`src/rtl/pokey_pkg.sv`:
```
// Shared constants for the POKEY-style voice bank: AUDC field positions,
// polynomial generator taps and register-select encodings.
package pokey_pkg;

  localparam int AUDC_W        = 12;
  localparam int AUDC_VOL_LSB  = 0;
  localparam int AUDC_VOL_MSB  = 3;
  localparam int AUDC_VOL_ONLY = 4;
  localparam int AUDC_PURE     = 5;
  localparam int AUDC_POLY4    = 6;
  localparam int AUDC_NO_POLY5 = 7;
  localparam int AUDC_LINK     = 8;
  localparam int AUDC_FAST     = 9;
  localparam int AUDC_ONESHOT  = 10;
  localparam int AUDC_HPF      = 11;

  localparam int POLY4_MSB  = 3;
  localparam int POLY4_TAP  = 2;
  localparam int POLY5_MSB  = 4;
  localparam int POLY5_TAP  = 2;
  localparam int POLY17_MSB = 16;
  localparam int POLY17_TAP = 11;

  typedef enum logic {
    SEL_AUDF = 1'b0,
    SEL_AUDC = 1'b1
  } reg_sel_e;

  // XNOR feedback keeps the all-zero reset state inside the sequence.
  function automatic logic xnor_fb(input logic a, input logic b);
    return ~(a ^ b);
  endfunction

endpackage

```
`src/rtl/pokey_voice.sv`:
```
// One voice channel: frequency counter, noise/tone flip-flop, one-shot and level.
// Optional high-pass stage enabled by macro POKEY_VOICE_HPF_EN.
module pokey_voice
  import pokey_pkg::*;
#(
  parameter int CW       = 8,
  parameter bit LINKABLE = 1'b0
) (
  input  logic              clk_i,
  input  logic              rst_i,
  input  logic              tick_i,
  input  logic              link_borrow_i,
  input  logic              hp_clk_i,
  input  logic              poly4_i,
  input  logic              poly5_i,
  input  logic              poly17_i,
  input  logic              audf_we_i,
  input  logic              audc_we_i,
  input  logic [CW-1:0]     audf_i,
  input  logic [AUDC_W-1:0] audc_i,
  output logic [CW-1:0]     freq_o,
  output logic [AUDC_W-1:0] audc_o,
  output logic              borrow_o,
  output logic              busy_o,
  output logic              done_o,
  output logic [3:0]        level_o
);

`ifdef POKEY_VOICE_HPF_EN
  localparam logic [AUDC_W-1:0] AUDC_MASK = 12'hFFF;
`else
  localparam logic [AUDC_W-1:0] AUDC_MASK = 12'h7FF;
`endif

  logic [AUDC_W-1:0] audc_q, audc_d;
  logic [CW-1:0]     freq_q, freq_d;
  logic [CW-1:0]     count_q, count_d;
  logic              nf_q, nf_d;
  logic              busy_q, busy_d;
  logic              done_q, done_d;
  logic              en_s, borrow_s, nf_next_s, ch_out_s;
  logic              unused_link_s;

  assign unused_link_s = link_borrow_i & ~LINKABLE;

  // Clock enable source: fast beats link, link only honoured on odd channels.
  always_comb begin
    if (audc_q[AUDC_FAST]) begin
      en_s = 1'b1;
    end else if (LINKABLE && audc_q[AUDC_LINK]) begin
      en_s = link_borrow_i;
    end else begin
      en_s = tick_i;
    end
  end

  // A pending AUDF write swallows the borrow along with the decrement.
  assign borrow_s = en_s & busy_q & (count_q == {CW{1'b0}}) & ~audf_we_i;

  // Noise/tone source selected by the distortion bits.
  always_comb begin
    if (audc_q[AUDC_PURE]) begin
      nf_next_s = ~nf_q;
    end else if (audc_q[AUDC_POLY4]) begin
      nf_next_s = poly4_i;
    end else begin
      nf_next_s = poly17_i;
    end
  end

  // Next-state for counter, flip-flop, one-shot and control register.
  always_comb begin
    freq_d  = freq_q;
    count_d = count_q;
    nf_d    = nf_q;
    busy_d  = busy_q;
    done_d  = 1'b0;
    if (audf_we_i) begin
      freq_d  = audf_i;
      count_d = audf_i;
      nf_d    = 1'b0;
      busy_d  = 1'b1;
    end else if (borrow_s) begin
      if (audc_q[AUDC_NO_POLY5] | poly5_i) begin
        nf_d = nf_next_s;
      end else begin
        nf_d = nf_q;
      end
      if (audc_q[AUDC_ONESHOT]) begin
        busy_d = 1'b0;
        done_d = 1'b1;
      end else begin
        count_d = freq_q;
      end
    end else if (en_s & busy_q) begin
      count_d = count_q - {{(CW-1){1'b0}}, 1'b1};
    end else begin
      count_d = count_q;
    end
    if (audc_we_i) begin
      audc_d = audc_i & AUDC_MASK;
    end else begin
      audc_d = audc_q;
    end
  end

  // Channel state registers.
  always_ff @(posedge clk_i or posedge rst_i) begin
    if (rst_i) begin
      audc_q  <= {AUDC_W{1'b0}};
      freq_q  <= {CW{1'b0}};
      count_q <= {CW{1'b0}};
      nf_q    <= 1'b0;
      busy_q  <= 1'b0;
      done_q  <= 1'b0;
    end else begin
      audc_q  <= audc_d;
      freq_q  <= freq_d;
      count_q <= count_d;
      nf_q    <= nf_d;
      busy_q  <= busy_d;
      done_q  <= done_d;
    end
  end

`ifdef POKEY_VOICE_HPF_EN
  logic hp_q, hp_d;

  // High-pass latch samples nf on the partner channel's borrow.
  always_comb begin
    if (!audc_q[AUDC_HPF]) begin
      hp_d = 1'b0;
    end else if (hp_clk_i) begin
      hp_d = nf_q;
    end else begin
      hp_d = hp_q;
    end
  end

  // High-pass latch register.
  always_ff @(posedge clk_i or posedge rst_i) begin
    if (rst_i) begin
      hp_q <= 1'b0;
    end else begin
      hp_q <= hp_d;
    end
  end

  assign ch_out_s = audc_q[AUDC_HPF] ? (nf_q ^ hp_q) : nf_q;
`else
  logic unused_hpf_s;
  assign unused_hpf_s = hp_clk_i ^ audc_i[AUDC_HPF];
  assign ch_out_s     = nf_q;
`endif

  // Channel level into the mixer.
  always_comb begin
    if (audc_q[AUDC_VOL_ONLY] | ch_out_s) begin
      level_o = audc_q[AUDC_VOL_MSB:AUDC_VOL_LSB];
    end else begin
      level_o = 4'd0;
    end
  end

  assign freq_o   = freq_q;
  assign audc_o   = audc_q;
  assign borrow_o = borrow_s;
  assign busy_o   = busy_q;
  assign done_o   = done_q;

endmodule

```
`src/rtl/pokey_voice_bank.sv`:
```
// Bank of NCH POKEY-style voices with shared prescaler, poly generators and mixer.
// Optional high-pass filtering enabled by macro POKEY_VOICE_HPF_EN.
module pokey_voice_bank
  import pokey_pkg::*;
#(
  parameter int NCH = 4,
  parameter int CW  = 8,
  parameter int PRE = 57
) (
  input  logic                       clk_i,
  input  logic                       rst_i,
  input  logic                       we_i,
  input  logic [$clog2(NCH):0]       adr_i,
  input  logic [15:0]                dat_i,
  output logic [15:0]                dat_o,
  output logic [NCH-1:0]             busy_o,
  output logic [NCH-1:0]             done_o,
  output logic [4+$clog2(NCH)-1:0]   audout
);

  localparam int          CHW      = $clog2(NCH);
  localparam int          OW       = 4 + $clog2(NCH);
  localparam logic [7:0]  PRE_LAST = 8'(PRE - 1);

  logic [7:0]        presc_q, presc_d;
  logic [3:0]        p4_q, p4_d;
  logic [4:0]        p5_q, p5_d;
  logic [16:0]       p17_q, p17_d;
  logic [OW-1:0]     audout_q, mix_d;
  logic              tick_s;
  logic [CHW-1:0]    ch_s;
  reg_sel_e          sel_s;
  logic [NCH-1:0]    audf_we_s, audc_we_s, borrow_s, hp_clk_s;
  logic [NCH/2-1:0]  borrow_even_s, borrow_odd_s;
  logic [CW-1:0]     freq_s  [NCH];
  logic [AUDC_W-1:0] audc_s  [NCH];
  logic [3:0]        level_s [NCH];
  logic              unused_dat_s;

  assign unused_dat_s = ^dat_i[15:12];
  assign tick_s       = (presc_q == PRE_LAST);
  assign ch_s         = adr_i[CHW:1];
  assign sel_s        = reg_sel_e'(adr_i[0]);

  // Prescaler and shared polynomial generator next-state.
  always_comb begin
    if (tick_s) begin
      presc_d = 8'd0;
    end else begin
      presc_d = presc_q + 8'd1;
    end
    p4_d  = {p4_q[POLY4_MSB-1:0],   xnor_fb(p4_q[POLY4_MSB],   p4_q[POLY4_TAP])};
    p5_d  = {p5_q[POLY5_MSB-1:0],   xnor_fb(p5_q[POLY5_MSB],   p5_q[POLY5_TAP])};
    p17_d = {p17_q[POLY17_MSB-1:0], xnor_fb(p17_q[POLY17_MSB], p17_q[POLY17_TAP])};
  end

  // Register write decode.
  always_comb begin
    for (int i = 0; i < NCH; i++) begin
      if (we_i && (ch_s == CHW'(i))) begin
        audf_we_s[i] = (sel_s == SEL_AUDF);
        audc_we_s[i] = (sel_s == SEL_AUDC);
      end else begin
        audf_we_s[i] = 1'b0;
        audc_we_s[i] = 1'b0;
      end
    end
  end

  // Even and odd borrows are kept apart so the link path is visibly acyclic.
  always_comb begin
    for (int k = 0; k < NCH/2; k++) begin
      borrow_s[2*k]   = borrow_even_s[k];
      borrow_s[2*k+1] = borrow_odd_s[k];
    end
  end

  assign hp_clk_s = borrow_s >> 2'd2;

  for (genvar k = 0; k < NCH/2; k++) begin : g_pair
    pokey_voice #(.CW(CW), .LINKABLE(1'b0)) u_even (
      .clk_i         (clk_i),
      .rst_i         (rst_i),
      .tick_i        (tick_s),
      .link_borrow_i (1'b0),
      .hp_clk_i      (hp_clk_s[2*k]),
      .poly4_i       (p4_q[POLY4_MSB]),
      .poly5_i       (p5_q[POLY5_MSB]),
      .poly17_i      (p17_q[POLY17_MSB]),
      .audf_we_i     (audf_we_s[2*k]),
      .audc_we_i     (audc_we_s[2*k]),
      .audf_i        (dat_i[CW-1:0]),
      .audc_i        (dat_i[AUDC_W-1:0]),
      .freq_o        (freq_s[2*k]),
      .audc_o        (audc_s[2*k]),
      .borrow_o      (borrow_even_s[k]),
      .busy_o        (busy_o[2*k]),
      .done_o        (done_o[2*k]),
      .level_o       (level_s[2*k])
    );

    pokey_voice #(.CW(CW), .LINKABLE(1'b1)) u_odd (
      .clk_i         (clk_i),
      .rst_i         (rst_i),
      .tick_i        (tick_s),
      .link_borrow_i (borrow_even_s[k]),
      .hp_clk_i      (hp_clk_s[2*k+1]),
      .poly4_i       (p4_q[POLY4_MSB]),
      .poly5_i       (p5_q[POLY5_MSB]),
      .poly17_i      (p17_q[POLY17_MSB]),
      .audf_we_i     (audf_we_s[2*k+1]),
      .audc_we_i     (audc_we_s[2*k+1]),
      .audf_i        (dat_i[CW-1:0]),
      .audc_i        (dat_i[AUDC_W-1:0]),
      .freq_o        (freq_s[2*k+1]),
      .audc_o        (audc_s[2*k+1]),
      .borrow_o      (borrow_odd_s[k]),
      .busy_o        (busy_o[2*k+1]),
      .done_o        (done_o[2*k+1]),
      .level_o       (level_s[2*k+1])
    );
  end

  // Mixer sum; output width covers NCH * 15 without saturation.
  always_comb begin
    mix_d = {OW{1'b0}};
    for (int i = 0; i < NCH; i++) begin
      mix_d = mix_d + OW'(level_s[i]);
    end
  end

  // Prescaler, polynomial generators and mixer output register.
  always_ff @(posedge clk_i or posedge rst_i) begin
    if (rst_i) begin
      presc_q  <= 8'd0;
      p4_q     <= 4'd0;
      p5_q     <= 5'd0;
      p17_q    <= 17'd0;
      audout_q <= {OW{1'b0}};
    end else begin
      presc_q  <= presc_d;
      p4_q     <= p4_d;
      p5_q     <= p5_d;
      p17_q    <= p17_d;
      audout_q <= mix_d;
    end
  end

  assign audout = audout_q;

  // Zero-extended readback of the addressed register.
  always_comb begin
    dat_o = 16'd0;
    if (int'(ch_s) < NCH) begin
      case (sel_s)
        SEL_AUDF: dat_o[CW-1:0]     = freq_s[ch_s];
        SEL_AUDC: dat_o[AUDC_W-1:0] = audc_s[ch_s];
        default:  dat_o             = 16'd0;
      endcase
    end else begin
      dat_o = 16'd0;
    end
  end

endmodule

```
`config.mk`:
```
export PLATFORM = sky130hd
export DESIGN_NAME = pokey_voice_bank
export DESIGN_NICKNAME = d
export VERILOG_FILES = /design/src/rtl/pokey_pkg.sv /design/src/rtl/pokey_voice.sv /design/src/rtl/pokey_voice_bank.sv
export SDC_FILE = /design/constraint.sdc
export NUM_CORES = 1
export LEC_CHECK = 0
export ABC_AREA = 1
export CAP_MARGIN = 25
export CORE_UTILIZATION = 47
export CTS_BUF_LIST = sky130_fd_sc_hd__clkbuf_2 sky130_fd_sc_hd__clkbuf_4 sky130_fd_sc_hd__clkbuf_8
export CTS_CLUSTER_DIAMETER = 50
export CTS_CLUSTER_SIZE = 24
export DETAILED_ROUTE_END_ITERATION = 10
export PLACE_DENSITY_LB_ADDON = 0.25
export SYNTH_ARGS = -nofsm -noshare
export SYNTH_HDL_FRONTEND = slang
export SYNTH_HIERARCHICAL = 1
export SYNTH_SLANG_ARGS = --single-unit
```
`constraint.sdc`:
```
create_clock -name clk_i -period 2.95 [get_ports clk_i]
set_clock_uncertainty 0.05 [all_clocks]
set_input_delay 0.59 -clock clk_i [delete_from_list [all_inputs] [get_ports clk_i]]
set_output_delay 0.59 -clock clk_i [all_outputs]
set_load 0.02 [all_outputs]
```
==> results.md, run 1 <==
- Netlist Area Pre-Place: 8960 um^2
- First-pass GRT wire length: 37.4 mm
- Final hold vios: 0
- Required arrival time at the worst endpoint: 2.31 ns
- Per-cell via count in the routed design: 5.10
- P per Cell Area: 801 nW/um^2
- Seq pwr share: 37.6%
- H-tree depth: 4
- Die Y-Extent: between 100 and 150 um
- Critical register-to-register path startpoint: g_pair[1].u_odd/ch_out_s
- Endpoint kind of the worst setup timing path: output pin
- Detailed Routing Iterations Pass 1: 5
- RSZ-0062 raised after global routing: false
- Tot GR Track Use: 25.0%
- Grt met1 use: 36.0%
- I/O Pins: 52
- Count of warnings emitted by yosys: 6
- Worst-case hold slack: just over 0.3 ns
- Peak per-stage delay on the critical path: just over 0.5 ns
- Die Area: 19,600 um^2
- Commonest cells after routing, fill and taps aside: 586 x sky130_fd_sc_hd__nand2_1, 160 x sky130_fd_sc_hd__dfrtp_1, 89 x sky130_fd_sc_hd__inv_1, 69 x sky130_fd_sc_hd__nand3_1, 60 x sky130_fd_sc_hd__nor2_1
- Last weighted congestion value of the routability-driven placer: 0.980
- Die X: between 100 and 150 um
- Combinational power share: 40.5%
- Post-Synthesis Mean Instance Area: 7.50 um^2
- Final Cycle Share: a little over nine tenths
- Post-route antenna net violation count: 0
- Number of max-cap violations: 0
- Run status: finished clean
- Internal power: around 0.0047 W
- CP startpoint kind: input port
- Highest net fanout along the worst path: 13
- # setup viols final: 0
- Total net switching power: 0.00355 W
- Count of clock tree sinks: 160
- Leading cell type in the layout, fill and taps excluded: sky130_fd_sc_hd__nand2_1
- Routed WL per cell: about 15 um
- Nets: 1,317
- Worst Tran Pin Value: 0.657 ns
- Placed wire-length estimate: 16.6 mm
- Floorplan Core Area: 18,700 um^2
- Buffers added on ports: 41
- Total Neg Setup Slack: 0 ns
- Arrival time of the worst setup path: 2.27 ns
- Tmin final: 2.91 ns
- Final Max Tran Viols: 0
- Clock-pin slew on the worst setup and hold paths: around 0.12 ns
- Cts-stage hold buffer count: 0
- Busiest layer in global routing: met2
- Routed vias: a little under 8,000
- Via count of the first global-routing pass: 7,203
- Starting utilization of the core area: a little under half
- Latest clock arrival within the worst-skew pair: approximately 0.49 ns
- Cell at the slowest stage of the critical path: sky130_fd_sc_hd__clkdlybuf4s50_1
- Floorplan row count: 50
- Finished Layout Cells: 1,519
- First element of the critical path: adr_i[1]
- Wirelength, routed: roughly 23 mm
- Post-route cell area: 10,400 um^2
- Cell count after synthesis: around 1,200
- Worst hold path startpoint: p17_q[10]
- Clk pwr share: 21.9%
- Worst rel slew slack: 56.0%
- Placed cell area: 9900 um^2
- First-iteration detailed-routing DRC count: 693
- Maximum count of clock buffers along a single path: 2
- Largest net degree at the start of global routing: 35
- Min-delay worst type: reg2reg
- TritonCTS clock tree: yes
- TritonCTS Buffers: 17
- Initial antenna violation count: 0
- Clock root buffer: sky130_fd_sc_hd__clkbuf_8
- Max Clock Freq: 0.344 GHz
- Largest vdd supply drop: 442 uV
- Static leakage power: ~5.6 nW
- Overflow left after global routing: 0
- Number of inserted filler cells in the final layout: 1,789
- End-of-flow core utilization: 55.4%
- Critical path cell sequence: clkdlybuf4s50_1 -> buf_12 -> buf_4 -> nand2_1 -> nand2_1 -> nand2_1 -> nand2_1 -> nand2_1 -> nand2_1 -> dlygate4sd2_1
- Residual DRC count: 0
- Critical Path Most Common Cell: sky130_fd_sc_hd__nand2_1
- Net Sw Frac: between 40% and 50%
- Global-route track usage on met2: a little under two fifths
- ANT cells: 0
- Met3 Resource Use GR: 5.26%
- Area delta synth->final: 15.6%
- Cell Count Post-Placement: between 1,000 and 1,500
- Critical path class: in2out
- Fraction of final layout cells with drive strength greater than 1: 11.8%
## final timing paths
path	to	slack (ns)	cells past startpoint
min	p17_q[11]	0.31	0
min in group asynchronous	g_pair[0].u_even/audc_o[9]	0.36	2
max in group asynchronous	presc_q[3]	1.75	3
min reg2reg	p17_q[11]	0.31	0
max	dat_o[7]	0.04	10
max reg2reg	audout[3]	0.16	9
## per-stage QoR
stage / total power (W) / worst slack (ns)
2_1_floorplan: 0.00562 / 0.382
4_1_cts: 0.00834 / 0.0889
3_5_place_dp: 0.00652 / -0.253
3_3_place_gp: 0.00644 / -0.182
6_report: 0.00829 / 0.0405
5_1_grt: 0.00897 / 0.0108
## layout make-up
cell class              instances  area, um^2  share of cell area (%)
flip-flops and latches        160        4000                    38.7
inverters                      96         368                    3.55
well taps                     234         293                    2.83
multi-input cells             896        4320                    41.7
clock buffers                  17         234                    2.26
clock inverters                15         229                    2.21
repair buffers                101         912                    8.81
## what timing repair did
item | in CTS | in global routing
cloned | 0 | 0
setup endpoints to repair | 11 | 19
setup buffers | 0 | 0
gates resized for setup | 11 | 4
pin swaps | 0 | 0
hold endpoints to repair | 0 | 0
## power by group through the flow
| stage | registers [W] | clock network [W] | logic (W) |
|---|---|---|---|
| finish | 0.00312 | 0.00181 | 0.00336 |
| global route | 0.00318 | 0.00195 | 0.00384 |
| CTS | 0.00311 | 0.00186 | 0.00337 |
| detailed placement | 0.00314 | 0 | 0.00337 |
| global placement | 0.00314 | 0 | 0.00329 |
| floorplan | 0.00310 | 0 | 0.00252 |
## critical path: cells and delay by family
kind | cells | cell delay [ns]
buffers and inverters | 4 | 1.21
and+or+nand+nor | 6 | 0.47
## metal layers
layer  up-vias  routed length (um)
met4         0                 505
met3        38                1630
met5         -                   0
li1       3831                   -
met1      3640               10900
met2       245               10100
## flip-flops by register name, summed over array words and instances (netlist names), 4 cells and up
signal,count
g_pair.u_even/audc_o,22
g_pair.u_odd/audc_o,22
p17_q,17
g_pair.u_even/count_q,16
g_pair.u_even/freq_o,16
g_pair.u_odd/count_q,16
g_pair.u_odd/freq_o,16
presc_q,8
audout,6
p5_q,5
p4_q,4
(Power assumes the default switching activity.)
==> inputs of run 2 (changes only) <==
GPL_ROUTABILITY_DRIVEN = 0   (was default)
SLEW_MARGIN = 25   (was default)
==> run 2 against run 1 <==
Effect of this change:
- maximum frequency increased by 2.8%
- critical path depth down 1
- worst hold slack worse by 0.014 ns
- highest routed layer unchanged
==> results.md, run 2 (same netlist as run 1, synthesis figures left out) <==
- Number of max-cap violations: 0
- Post-route cell area: 10,300 um^2
- Max Clock Freq: 0.353 GHz
- Area delta synth->final: 15.5%
- Floorplan Core Area: 18,700 um^2
- Floorplan row count: 50
- Routed WL per cell: 15.1 um
- Critical path cell sequence: clkdlybuf4s50_1 -> buf_12 -> buf_4 -> nor2_4 -> nand2_1 -> nand2_1 -> nor2_1 -> nor2_1 -> dlygate4sd2_1
- Routed metal-1 wirelength: approximately 11 mm
- H-tree depth: 4
- Die X: ~140 um
- TritonCTS clock tree: yes
- Commonest cells after routing, fill and taps aside: 586 x sky130_fd_sc_hd__nand2_1, 160 x sky130_fd_sc_hd__dfrtp_1, 89 x sky130_fd_sc_hd__inv_1, 69 x sky130_fd_sc_hd__nand3_1, 60 x sky130_fd_sc_hd__nor2_1
- End-of-flow core utilization: 55.3%
- Via count of the first global-routing pass: 7,245
- Residual DRC count: 0
- ANT cells: 0
- Total Neg Setup Slack: 0 ns
- Worst rel slew slack: a little under three fifths
- Placed cell area: approximately 9900 um^2
- Arrival time of the worst setup path: 2.19 ns
- Die Y-Extent: 140 um
- Die Area: roughly 20,000 um^2
- Worst-case hold slack: 0.295 ns
- Final Cycle Share: 96.0%
- Metal3 WL: 1.48 mm
- Leading cell type in the layout, fill and taps excluded: sky130_fd_sc_hd__nand2_1
- Latest clock arrival within the worst-skew pair: 0.49 ns
- Maximum count of clock buffers along a single path: 2
- CP startpoint kind: input port
- First-pass GRT wire length: ~38 mm
- Setup bufs post-CTS: 0
- Highest net fanout along the worst path: 11
- Highest metal layer with signal wires: met4
- Cell family with the largest share of critical-path delay: buffers and inverters
- First-iteration detailed-routing DRC count: slightly below 600
- Static leakage power: 5.61 nW
- # setup viols final: 0
- Wirelength, routed: 22.9 mm
- Clock-pin slew on the worst setup and hold paths: about 0.12 ns
- Tmin final: 2.83 ns
- Clock root buffer: sky130_fd_sc_hd__clkbuf_8
- Nets: 1,313
- TritonCTS Buffers: 17
- Required arrival time at the worst endpoint: approximately 2.3 ns
- Min-delay worst type: reg2reg
- Cts-stage hold buffer count: 0
- Overflow left after global routing: 0
- CTS resizes: 11
- Count of clock tree sinks: 160
- Met2 wire len: just over 10 mm
- Worst Slack Setup Final: 0.119 ns
- Final hold vios: 0
- Buffers added on ports: just over 40
- I/O Pins: 52
- P per Cell Area: 801 nW/um^2
- Detailed Routing Iterations Pass 1: 5
- Peak per-stage delay on the critical path: 0.44 ns
- Largest net degree at the start of global routing: 35
- Placed wire-length estimate: 16.6 mm
- Crit path buf inv count: 4
- Worst setup slack before clock tree synthesis: -0.176 ns
- Run status: finished clean
- Largest vdd supply drop: 336 uV
- Cell at the slowest stage of the critical path: sky130_fd_sc_hd__clkdlybuf4s50_1
- Fraction of final layout cells with drive strength greater than 1: 11.6%
- Tot GR Track Use: 25.4%
- Routed vias: roughly 7,600
- RSZ-0062 raised after global routing: false
- Worst Tran Pin Value: between 0.6 and 0.7 ns
- Number of inserted filler cells in the final layout: 1,730
- Per-cell via count in the routed design: 5.04
- Critical path class: in2out
- Starting utilization of the core area: 47.9%
- Initial antenna violation count: 0
- Final Max Tran Viols: 0
- Post-route antenna net violation count: 0
- Endpoint kind of the worst setup timing path: output pin
run 2: changes by cell type in the layout (fill, tap and decap cells not counted):
cell	previous run	this run
sky130_fd_sc_hd__buf_12	5	7
sky130_fd_sc_hd__clkdlybuf4s15_1	2	1
sky130_fd_sc_hd__dlygate4sd2_1	9	10
sky130_fd_sc_hd__clkinv_8	6	5
sky130_fd_sc_hd__inv_12	6	7
sky130_fd_sc_hd__buf_4	55	49
run 2: final timing paths:
| check | from | end | slack [ns] | cells after the start |
|---|---|---|---|---|
| max | adr_i[1] | dat_o[9] | 0.12 | 9 |
| min | p5_q[1] | p5_q[2] | 0.30 | 0 |
| max reg2reg | g_pair[1].u_even/ch_out_s | audout[3] | 0.16 | 9 |
| min reg2reg | p5_q[1] | p5_q[2] | 0.30 | 0 |
| max in group asynchronous | rst_i | p5_q[4] | 1.77 | 3 |
| min in group asynchronous | rst_i | audout[5] | 0.37 | 2 |
run 2: cell type report:
cell class              instances  area [um^2]  area share, %
well taps                     234          293           2.83
flip-flops and latches        160         4000           38.7
clock buffers                  17          234           2.26
inverters                      96          368           3.55
multi-input cells             896         4320           41.7
clock inverters                15          229           2.21
repair buffers                 97          906           8.75
run 2: worst reg2reg max path, delay by kind of cell (launching register included):
kind,cells,cell delay [ns]
AND/OR/NAND/NOR,2,0.37
XOR/XNOR,1,0.17
adder cells (fa/ha/maj),4,1.51
buffers and inverters,2,0.16
flip-flops,1,0.44
run 2: report_power, final:
part / switching (W) / total, W / internal, W
registers: 0.000435 / 0.00312 / 0.00269
clock network: 0.00111 / 0.00182 / 0.000707
logic: 0.00200 / 0.00335 / 0.00135
run 2: metal layers:
layer | vias up | GRT usage (%)
met4 | 0 | 7.23
met5 | - | 0
li1 | 3803 | -
met1 | 3600 | 36.5
met2 | 213 | 38.5
met3 | 19 | 5.61
run 2: per-stage QoR:
stage	cells	power, W
2_1_floorplan	1197	0.00562
3_3_place_gp	1483	0.00644
3_5_place_dp	1483	0.00652
4_1_cts	1515	0.00836
5_1_grt	1515	0.00901
6_report	1515	0.00829
==> inputs of run 3 (changes only) <==
CORE_ASPECT_RATIO = 1.4   (was default)
CORE_MARGIN = 3   (was default)
==> run 3 against run 2 <==
Effect of this change:
- power is 1.3% lower
- die area grew 5.9%
- register-to-register slack worse by 0.03 ns
- setup slack lost 0.026 ns
- highest routed layer unchanged
- sequential cell count did not move
- global-route usage shrank 2.5 points
- wire length down 2.5%
- first-iteration DRC count shrank 7.0%
- clock-buffer cell count is 1 higher
- combinational power is essentially flat
- utilization fell by 0.069 points
==> results.md, run 3 (same netlist as run 1, synthesis figures left out) <==
- Run status: finished clean
- # setup viols final: 0
- Overflow left after global routing: 0
- Metal3 WL: roughly 1.1 mm
- Routed WL per cell: between 10 and 15 um
- Final Max Tran Viols: 0
- TritonCTS Buffers: 17
- Critical path cell sequence: clkdlybuf4s50_1 -> buf_12 -> buf_4 -> nand2_4 -> inv_2 -> nand2_1 -> nand2_1 -> nor2_1 -> nor2_1 -> dlygate4sd2_1
- Final Cycle Share: a little over nine tenths
- Initial antenna violation count: 0
- Arrival time of the worst setup path: 2.22 ns
- Post-route cell area: 10,300 um^2
- Net Sw Frac: 40.1%
- Seq pwr share: 38.1%
- Setup bufs post-CTS: 0
- Routed metal-1 wirelength: 9.97 mm
- Count of clock tree sinks: 160
- Leading cell type in the layout, fill and taps excluded: sky130_fd_sc_hd__nand2_1
- CP startpoint kind: input port
- Commonest cells after routing, fill and taps aside: 586 x sky130_fd_sc_hd__nand2_1, 160 x sky130_fd_sc_hd__dfrtp_1, 90 x sky130_fd_sc_hd__inv_1, 69 x sky130_fd_sc_hd__nand3_1, 60 x sky130_fd_sc_hd__nor2_1
- Clock-pin slew on the worst setup and hold paths: roughly 0.090 ns
- Reg-to-Reg End: audout[3]
- Die Y-Extent: 169 um
- ANT cells: 0
- Placed cell area: 9930 um^2
- Floorplan Core Area: approximately 19,000 um^2
- RSZ-0062 raised after global routing: false
- Per-cell via count in the routed design: 5.02
- Largest vdd supply drop: 299 uV
- Reg2reg path depth: 9
- Detailed Routing Iterations Pass 1: 5
- First-pass GRT wire length: between 30 and 40 mm
- Worst Tran Pin Value: roughly 0.63 ns
- Residual DRC count: 0
- Wirelength, routed: 22.3 mm
- I/O Pins: 52
- Final hold vios: 0
- Post-route antenna net violation count: 0
- Routed vias: 7,645
- Nets: 1,314
- First element of the critical path: adr_i[1]
- Slack of the worst reg-to-reg path: 0.13 ns
- Buffers added on ports: 41
- Met2 wire len: roughly 11 mm
- Final Power: around 0.0082 W
- Starting utilization of the core area: 48.0%
- Maximum count of clock buffers along a single path: 2
- Worst Slack Setup Final: 0.0934 ns
- Area delta synth->final: 15.2%
- CP endpoint: dat_o[9]
- Largest net degree at the start of global routing: 37
- Required arrival time at the worst endpoint: 2.31 ns
- Number of max-cap violations: 0
- Total net switching power: 0.00328 W
- Worst rel slew slack: 57.7%
- Critical path class: in2out
- Tmin final: 2.86 ns
- Peak per-stage delay on the critical path: 0.50 ns
- Fraction of final layout cells with drive strength greater than 1: 11.3%
- Combinational power share: between 40 and 50%
- Via count of the first global-routing pass: ~7,400
- Highest net fanout along the worst path: 13
- Static leakage power: approximately 5.6 nW
- Die X: 123 um
- Critical register-to-register path startpoint: g_pair[1].u_even/ch_out_s
- P per Cell Area: 794 nW/um^2
- Latest clock arrival within the worst-skew pair: 0.47 ns
- H-tree depth: 4
- Cts-stage hold buffer count: 0
- Tot GR Track Use: around 23%
- Internal power: between 0.004 and 0.005 W
- Endpoint kind of the worst setup timing path: output pin
- TritonCTS clock tree: yes
- Min-delay worst type: reg2reg
- Highest metal layer with signal wires: met4
- Floorplan row count: 59
- Worst setup slack before clock tree synthesis: -0.163 ns
- Total Neg Setup Slack: 0 ns
- Max Clock Freq: approximately 0.35 GHz
- Clk pwr share: 20.8%
- Cell at the slowest stage of the critical path: sky130_fd_sc_hd__clkdlybuf4s50_1
- Number of inserted filler cells in the final layout: 1,763
- Clock root buffer: sky130_fd_sc_hd__clkbuf_8
- Die Area: about 21,000 um^2
- Placed wire-length estimate: 16.6 mm
- First-iteration detailed-routing DRC count: ~540
==> run 3: cell types whose count changed in the layout (fill, tap and decap cells not counted), sizes merged, moves of 2 or more <==
cell      delta
bufinv       +3
clkinv       -4
inv          -5
clkinvlp     +2
==> run 3: area by class of cell <==
class                   count  area, um^2  area share [%]
multi-input cells         896        4310            41.8
flip-flops and latches    160        4000            38.8
repair buffers             98         927            8.98
inverters                  96         368            3.56
well taps                 244         305            2.96
clock buffers              18         248            2.40
clock inverters            11         154            1.49
==> run 3: worst min path at each step <==
stage / startpoint / end / cells after the start
finish: p17_q[15] / p17_q[16] / 0
global route: p17_q[8] / p17_q[9] / 0
CTS: p17_q[15] / p17_q[16] / 0
detailed placement: p5_q[1] / p5_q[2] / 0
global placement: p5_q[3] / p5_q[4] / 0
floorplan: p17_q[9] / p17_q[10] / 0
==> run 3: layer usage <==
metal,global-route usage [%],up-vias
met4,8.92,0
met1,30.7,3593
met2,36.9,205
met3,4.10,33
met5,0,-
li1,-,3814
==> run 3: power by group through the flow <==
stage	sequential (W)	combinational [W]	clock (W)
final	0.00312	0.00336	0.00171
after global routing	0.00318	0.00387	0.00185
after CTS	0.00312	0.00339	0.00177
after detailed placement	0.00315	0.00339	0
after global placement	0.00315	0.00332	0
after floorplan	0.00310	0.00252	0
==> run 3: critical path, delay by kind of cell <==
kind | cells | cell delay [ns]
AND/OR/NAND/NOR | 5 | 0.34
buffers and inverters | 5 | 1.26
==> run 3: per-stage QoR <==
stage / instances / hold WS [ns] / util [%]
2_1_floorplan: 1197 / 0.281 / -
3_3_place_gp: 1494 / 0.284 / 53.2
3_5_place_dp: 1494 / 0.285 / 53.2
4_1_cts: 1523 / 0.292 / 55.2
5_1_grt: 1523 / 0.305 / 55.3
6_report: 1523 / 0.292 / 55.3
==> run 3: timing repair <==
action / CTS / global route
pin swaps: 0 / 0
endpoints found under the setup margin: 11 / 2
resized for setup: 11 / 2
